### config.mk
export PLATFORM = sky130hd
export DESIGN_NAME = sseg_scan_driver
export DESIGN_NICKNAME = d
export VERILOG_FILES = /design/src/rtl/sseg_pkg.sv /design/src/rtl/hex_to_sseg.sv /design/src/rtl/sseg_scan_driver.sv
export SDC_FILE = /design/constraint.sdc
export NUM_CORES = 1
export LEC_CHECK = 0
export BUFFER_PORTS_ARGS = -buffer_cell sky130_fd_sc_hd__buf_2
export CELL_PAD_IN_SITES_DETAIL_PLACEMENT = 1
export CELL_PAD_IN_SITES_GLOBAL_PLACEMENT = 1
export CORE_ASPECT_RATIO = 0.9
export CORE_MARGIN = 2
export CORE_UTILIZATION = 42
export CTS_BUF_LIST = sky130_fd_sc_hd__clkbuf_16
export DETAILED_ROUTE_END_ITERATION = 7
export PLACE_DENSITY = 0.84
export REMOVE_ABC_BUFFERS = 1
export SLEW_MARGIN = 0
export SYNTH_ARGS = -nofsm -noshare
export SYNTH_HDL_FRONTEND = slang
export SYNTH_SLANG_ARGS = --single-unit
### constraint.sdc
create_clock -name clk -period 2.6 [get_ports clk]
set_input_delay 0.26 -clock clk [delete_from_list [all_inputs] [get_ports clk]]
set_output_delay 0.26 -clock clk [all_outputs]
set_load 0.01 [all_outputs]
### src/rtl/sseg_pkg.sv
// Shared types and constants for the seven-segment scan driver.
//   state_e  : display controller states
//   HEX_SEG  : hex nibble -> active-low segments {g..a}
//   SSEG_OFF : all anodes/cathodes inactive
package sseg_pkg;

  localparam int unsigned DATA_W = 32;
  localparam int unsigned NIB_W  = 4;
  localparam int unsigned SEG_W  = 7;
  localparam int unsigned DIGITS = 8;
  localparam int unsigned DIG_W  = 3;

  typedef enum logic [1:0] {
    BLANK = 2'd0,
    SHOW  = 2'd1,
    HOLD  = 2'd2
  } state_e;

  localparam logic [DIGITS-1:0] SSEG_OFF = 8'hFF;

  // Active-low segment patterns, bit order {g,f,e,d,c,b,a}
  localparam logic [SEG_W-1:0] HEX_SEG [16] = '{
    7'h40, 7'h79, 7'h24, 7'h30, 7'h19, 7'h12, 7'h02, 7'h78,
    7'h00, 7'h10, 7'h08, 7'h03, 7'h46, 7'h21, 7'h06, 7'h0E
  };

endpackage

### src/rtl/hex_to_sseg.sv
// Combinational hex nibble to active-low seven-segment decoder.
//   nibble : 4-bit hex value
//   seg_c  : segments {g..a}, active-low
module hex_to_sseg
  import sseg_pkg::*;
(
  input  logic [NIB_W-1:0] nibble,
  output logic [SEG_W-1:0] seg_c
);

  assign seg_c = HEX_SEG[nibble];

endmodule

### src/rtl/sseg_scan_driver.sv
// Pops 32-bit words from the writeback buffer, holds each for a number of
// full scan frames and multiplexes it as eight hex digits onto the display.
//   clk, n_rst  : clock, async active-low reset
//   data_in     : buffer head word (valid with data_valid)
//   data_valid  : buffer non-empty
//   data_pop    : buffer advance strobe (combinational)
//   SSEG_AN     : active-low anode enables, bit 0 = rightmost digit
//   SSEG_CA     : active-low cathodes, bit 7 = decimal point, 6:0 = g..a
//   busy        : a word is inside its dwell period
module sseg_scan_driver
  import sseg_pkg::*;
#(
  parameter logic [15:0] CLK_DIV     = 16'd50000,
  parameter logic [7:0]  DWELL_SCANS = 8'd250,
  parameter logic        BLANK_LZ    = 1'b1
) (
  input  logic              clk,
  input  logic              n_rst,
  input  logic [DATA_W-1:0] data_in,
  input  logic              data_valid,
  output logic              data_pop,
  output logic [7:0]        SSEG_AN,
  output logic [7:0]        SSEG_CA,
  output logic              busy
);

  state_e            state_q, state_d;
  logic [15:0]       tick_cnt_q, tick_cnt_d;
  logic [DIG_W-1:0]  digit_q, digit_d;
  logic [7:0]        frame_cnt_q, frame_cnt_d;
  logic [DATA_W-1:0] disp_q, disp_d;
  logic [7:0]        an_q, an_d;
  logic [7:0]        ca_q, ca_d;

  logic              tick_c;
  logic              frame_end_c;
  logic              dwell_end_c;
  logic              pop_c;
  logic [NIB_W-1:0]  nibble_c;
  logic [SEG_W-1:0]  seg_c;
  logic              lz_blank_c;

  // Prescaler / frame / dwell event decode
  always_comb begin
    tick_c      = (tick_cnt_q == CLK_DIV - 16'd1);
    frame_end_c = tick_c && (digit_q == DIG_W'(DIGITS - 1));
    dwell_end_c = (state_q == SHOW) && frame_end_c &&
                  (frame_cnt_q == DWELL_SCANS - 8'd1);
    pop_c       = data_valid && ((state_q != SHOW) || dwell_end_c);
  end

  // Next state: free-running scan counters, pop loads a fresh word
  always_comb begin
    state_d     = state_q;
    frame_cnt_d = frame_cnt_q;
    disp_d      = disp_q;
    tick_cnt_d  = tick_c ? 16'd0 : tick_cnt_q + 16'd1;
    digit_d     = tick_c ? digit_q + DIG_W'(1) : digit_q;

    if (pop_c) begin
      state_d     = SHOW;
      frame_cnt_d = 8'd0;
      disp_d      = data_in;
    end else begin
      case (state_q)
        SHOW: begin
          if (dwell_end_c) begin
            state_d = HOLD;
          end else if (frame_end_c) begin
            frame_cnt_d = frame_cnt_q + 8'd1;
          end
        end
        default: ;
      endcase
    end
  end

  // Digit select; a digit is a leading zero when it and everything above it is zero
  always_comb begin
    nibble_c   = disp_q[{digit_q, 2'b00} +: NIB_W];
    lz_blank_c = BLANK_LZ && (digit_q != DIG_W'(0)) &&
                 ((disp_q >> {digit_q, 2'b00}) == '0);
  end

  hex_to_sseg u_hex_to_sseg (
    .nibble (nibble_c),
    .seg_c  (seg_c)
  );

  // Registered display drive
  always_comb begin
    an_d = SSEG_OFF;
    ca_d = SSEG_OFF;
    if (state_q != BLANK) begin
      an_d = ~(8'd1 << digit_q);
      if (!lz_blank_c) begin
        ca_d = {1'b1, seg_c};
      end
    end
  end

  always_ff @(posedge clk or negedge n_rst) begin
    if (!n_rst) begin
      state_q     <= BLANK;
      tick_cnt_q  <= 16'd0;
      digit_q     <= '0;
      frame_cnt_q <= 8'd0;
      disp_q      <= '0;
      an_q        <= SSEG_OFF;
      ca_q        <= SSEG_OFF;
    end else begin
      state_q     <= state_d;
      tick_cnt_q  <= tick_cnt_d;
      digit_q     <= digit_d;
      frame_cnt_q <= frame_cnt_d;
      disp_q      <= disp_d;
      an_q        <= an_d;
      ca_q        <= ca_d;
    end
  end

  assign data_pop = pop_c;
  assign SSEG_AN  = an_q;
  assign SSEG_CA  = ca_q;
  assign busy     = (state_q == SHOW);

endmodule

==> summary.md <==
| Metric | Value |
|---|---|
| Starting Density | about 43% |
| DR WL/cell | between 15 and 20 um |
| Number of global-route vias before repair | a little over 3000 |
| Synthesis-to-finish area growth | 23.93% |
| DR vias | 2975 |
| Power Density | around 640 nW/um^2 |
| Outcome | finished clean |
| GR Overflow Total | 0 |
| Startpoint types | register |
| Final core occ | a little over half |
| Worst slew margin | around three fifths |
| Mean Syn Cell Area | 11.89 um^2 |
| Clock latency on the worst-skew pair | 0.33 ns |
| Flop2flop setup slack | between 0.05 and 0.06 ns |
| Number of antenna diodes | 0 |
| Critical R2R Launch | tick_cnt_q[4] |
| # DRC | 0 |
| Worst-path clk slew | around 0.060 ns |
| GP Congestion | between 0.8 and 0.9 |
| Netlist cell types | 55 |
| Clock Sink Count | 76 |
| Root buffer cell | clkbuf_16 |
| Fin nets | 450 |
| WP data arrival | around 2.8 ns |
| Hold Path Depth | 2 |
| Post-route ant nets | 0 |
| Fin cells | 527 |
| Clock Power Share | about two fifths |
| Io pins | 53 |
| Final Hold Viols | 0 |
| Vias per inst | 5.645 |
| Synth Instances | roughly 320 |
| Logic pwr share | around an eighth |
| Netlist Area Pre-Place | between 3000 and 4000 um^2 |
| Synth Register Bits | 76 |
| Switch share | between 20% and 30% |
| Setup slack after layout | 0.05442 ns |
| Fin crit share | a little under 100% |
| Setup WS pre-CTS | 0.1140 ns |
| Crit end category | register |
| CP endpoint | disp_q[3] |
| Register-to-Register Path Depth | 7 |
| P_sw | between 800 and 900 uW |
| First-pass GRT wire length | 16.41 mm |
| RR Endpoint | disp_q[3] |
| Tmin final | approximately 2.5 ns |
| Max_cap viols | 0 |
| Pint | ~2.3 mW |
| Ys flop type | dfrtp_1 |
| Num CTS Buffers | 9 |
| Ys Warns | 0 |
| Clock tree buffer depth | 2 |
| Top cell type's share of synthesized area | between 30% and 40% |
| DIE HEIGHT | 94.88 um |
| Dpl hpwl | approximately 6.6 mm |
| Post-synth EDFFs | 0 |
| Post-Route WL | roughly 10 mm |
| Port buffer count | between 50 and 60 |
| Drt first-iter violations | 154 |
| Endpoints failing setup | 0 |
| Critical Path Start | tick_cnt_q[4] |
| Leak pwr | a little over 2 nW |
| Share of layout cells above drive strength 1 | around two fifths |
| Worst Hold Class | in2reg |
| Sequential share of power | 46.3% |
| Crit Path Category | reg2reg |
| DR pass1 iterations | 4 |
| Post-synth top area cell | dfrtp_1 |
| Die width | around 100 um |
| Largest net degree at the start of global routing | 44 |
| Area contributors post-synth | dfrtp_1, dfstp_2, mux2_2 |
| Core area | around 9000 um^2 |
| Placed cells | approximately 500 |
| Clock Skews | roughly 0.0073 ns |
| Peak Freq | 392.8 MHz |
| Tot GR Track Use | between 20% and 30% |
| Sequential area share after synthesis | 49.84% |
| Die area | approximately 10000 um^2 |
| Ys async rst share | between 90% and 100% |
| Slew @ Worst Pin | 0.5861 ns |
| Required @ worst endpoint | ~2.8 ns |
| CTS tree | done |
| Tot Pwr | slightly above 3 mW |
| Antenna violations before repair | 0 |
| Site Rows | 33 |
| Hold Slack | 0.1592 ns |
| H-tree depth | 3 |
| Slew Viols, Final | 0 |
| Crit path max fanout | 10 |
| Worst VDD drop | around 0.34 mV |
==> cell type report <==
class / instances / area (um^2)
Clock buffer: 9 / 225.2
Clock inverter: 7 / 68.82
Fill cell: 994 / 4225
Inverter: 10 / 37.54
Multi-Input combinational cell: 224 / 1866
Sequential cell: 76 / 1923
Tap cell: 122 / 152.6
Timing Repair Buffer: 79 / 503.0
==> layer usage <==
metal / track usage [%] / wire length, um
met1: 27.32 / 4583
met4: 8.000 / 180
met5: 0 / 0
met3: 4.348 / 349
met2: 37.50 / 5365
==> cell usage after synthesis, types with 9 or more instances <==
library cell / count
nor2_1: 25
nor4_1: 10
xnor2_1: 10
o21ai_0: 9
nand4_1: 10
nand3_1: 12
a21oi_1: 9
ha_1: 15
mux4_2: 9
dfrtp_1: 61
dfstp_2: 15
mux2_2: 32
nand2_1: 16
==> state kept, by name, indices dropped and copies added, names as in the netlist <==
name	cells
state_q	2
tick_cnt_q	16
SSEG_AN	8
digit_q	3
frame_cnt_q	8
disp_q	32
SSEG_CA	7
==> worst max-delay path: stages (launching register included) <==
cell       delay [ns]
dfrtp_1          0.40
or4b_4           0.56
nor4_4           0.26
nand4_1          0.20
a21boi_4         0.26
buf_4            0.15
bufbuf_16        0.27
mux2_2           0.34
==> kinds of logic after synthesis <==
| family | synth area share (%) |
|---|---|
| AOI/OAI and AO/OA | 7.014 |
| and+or+nand+nor | 14.48 |
| xor gates and xnor gates | 4.091 |
| muxes | 16.69 |
| DFF | 49.84 |
| buffers and inverters | 2.922 |
| other | 0.09731 |
| adders and majority gates | 4.870 |
==> power by group through the flow <==
stage,Sequential [mW],Clock (mW),Combinational (mW)
after floorplan,1.41,0,0.232
after global placement,1.43,0,0.376
after detailed placement,1.43,0,0.394
after CTS,1.42,1.24,0.401
after global routing,1.44,1.32,0.446
final,1.42,1.24,0.407
==> cell usage in the layout, fill, tap and decap left out, drive strengths merged, types with 9 or more instances in the layout <==
master	instances
a21oi	9
buf	76
clkbuf	10
dfrtp	61
dfstp	15
ha	15
inv	9
mux2	32
mux4	9
nand2	16
nand3	12
nand4	11
nor2	25
nor4	11
o21ai	9
xnor2	10
==> per-stage QoR <==
| stage | instance area [um^2] | TNS, ns |
|---|---|---|
| after floorplan | 3779 | -79.37 |
| after global placement | 4308 | 0 |
| after detailed placement | 4308 | 0 |
| after CTS | 4716 | 0 |
| after global routing | 4776 | -0.2697 |
| final | 4776 | 0 |
==> timing repair <==
item / in CTS / in global routing
resized for setup: 1 / 8
pin swaps: 4 / 3
gates cloned: 2 / 0
hold endpoints to repair: 19 / 0
setup buffers: 4 / 9
endpoints found under the setup margin: 1 / 35
hold buffers: 1 / 0
==> how the worst min path moves through the flow <==
stage	endpoint	startpoint	slack [ns]
6_report	disp_q[14]	data_in[14]	0.16
5_1_grt	disp_q[15]	data_in[15]	0.15
4_1_cts	state_q[1]	data_valid	0.15
3_5_place_dp	disp_q[10]	n_rst	0.32
3_3_place_gp	disp_q[10]	n_rst	0.31
2_1_floorplan	digit_q[0]	n_rst	-0.04
Power figures use the tool's default switching activity.
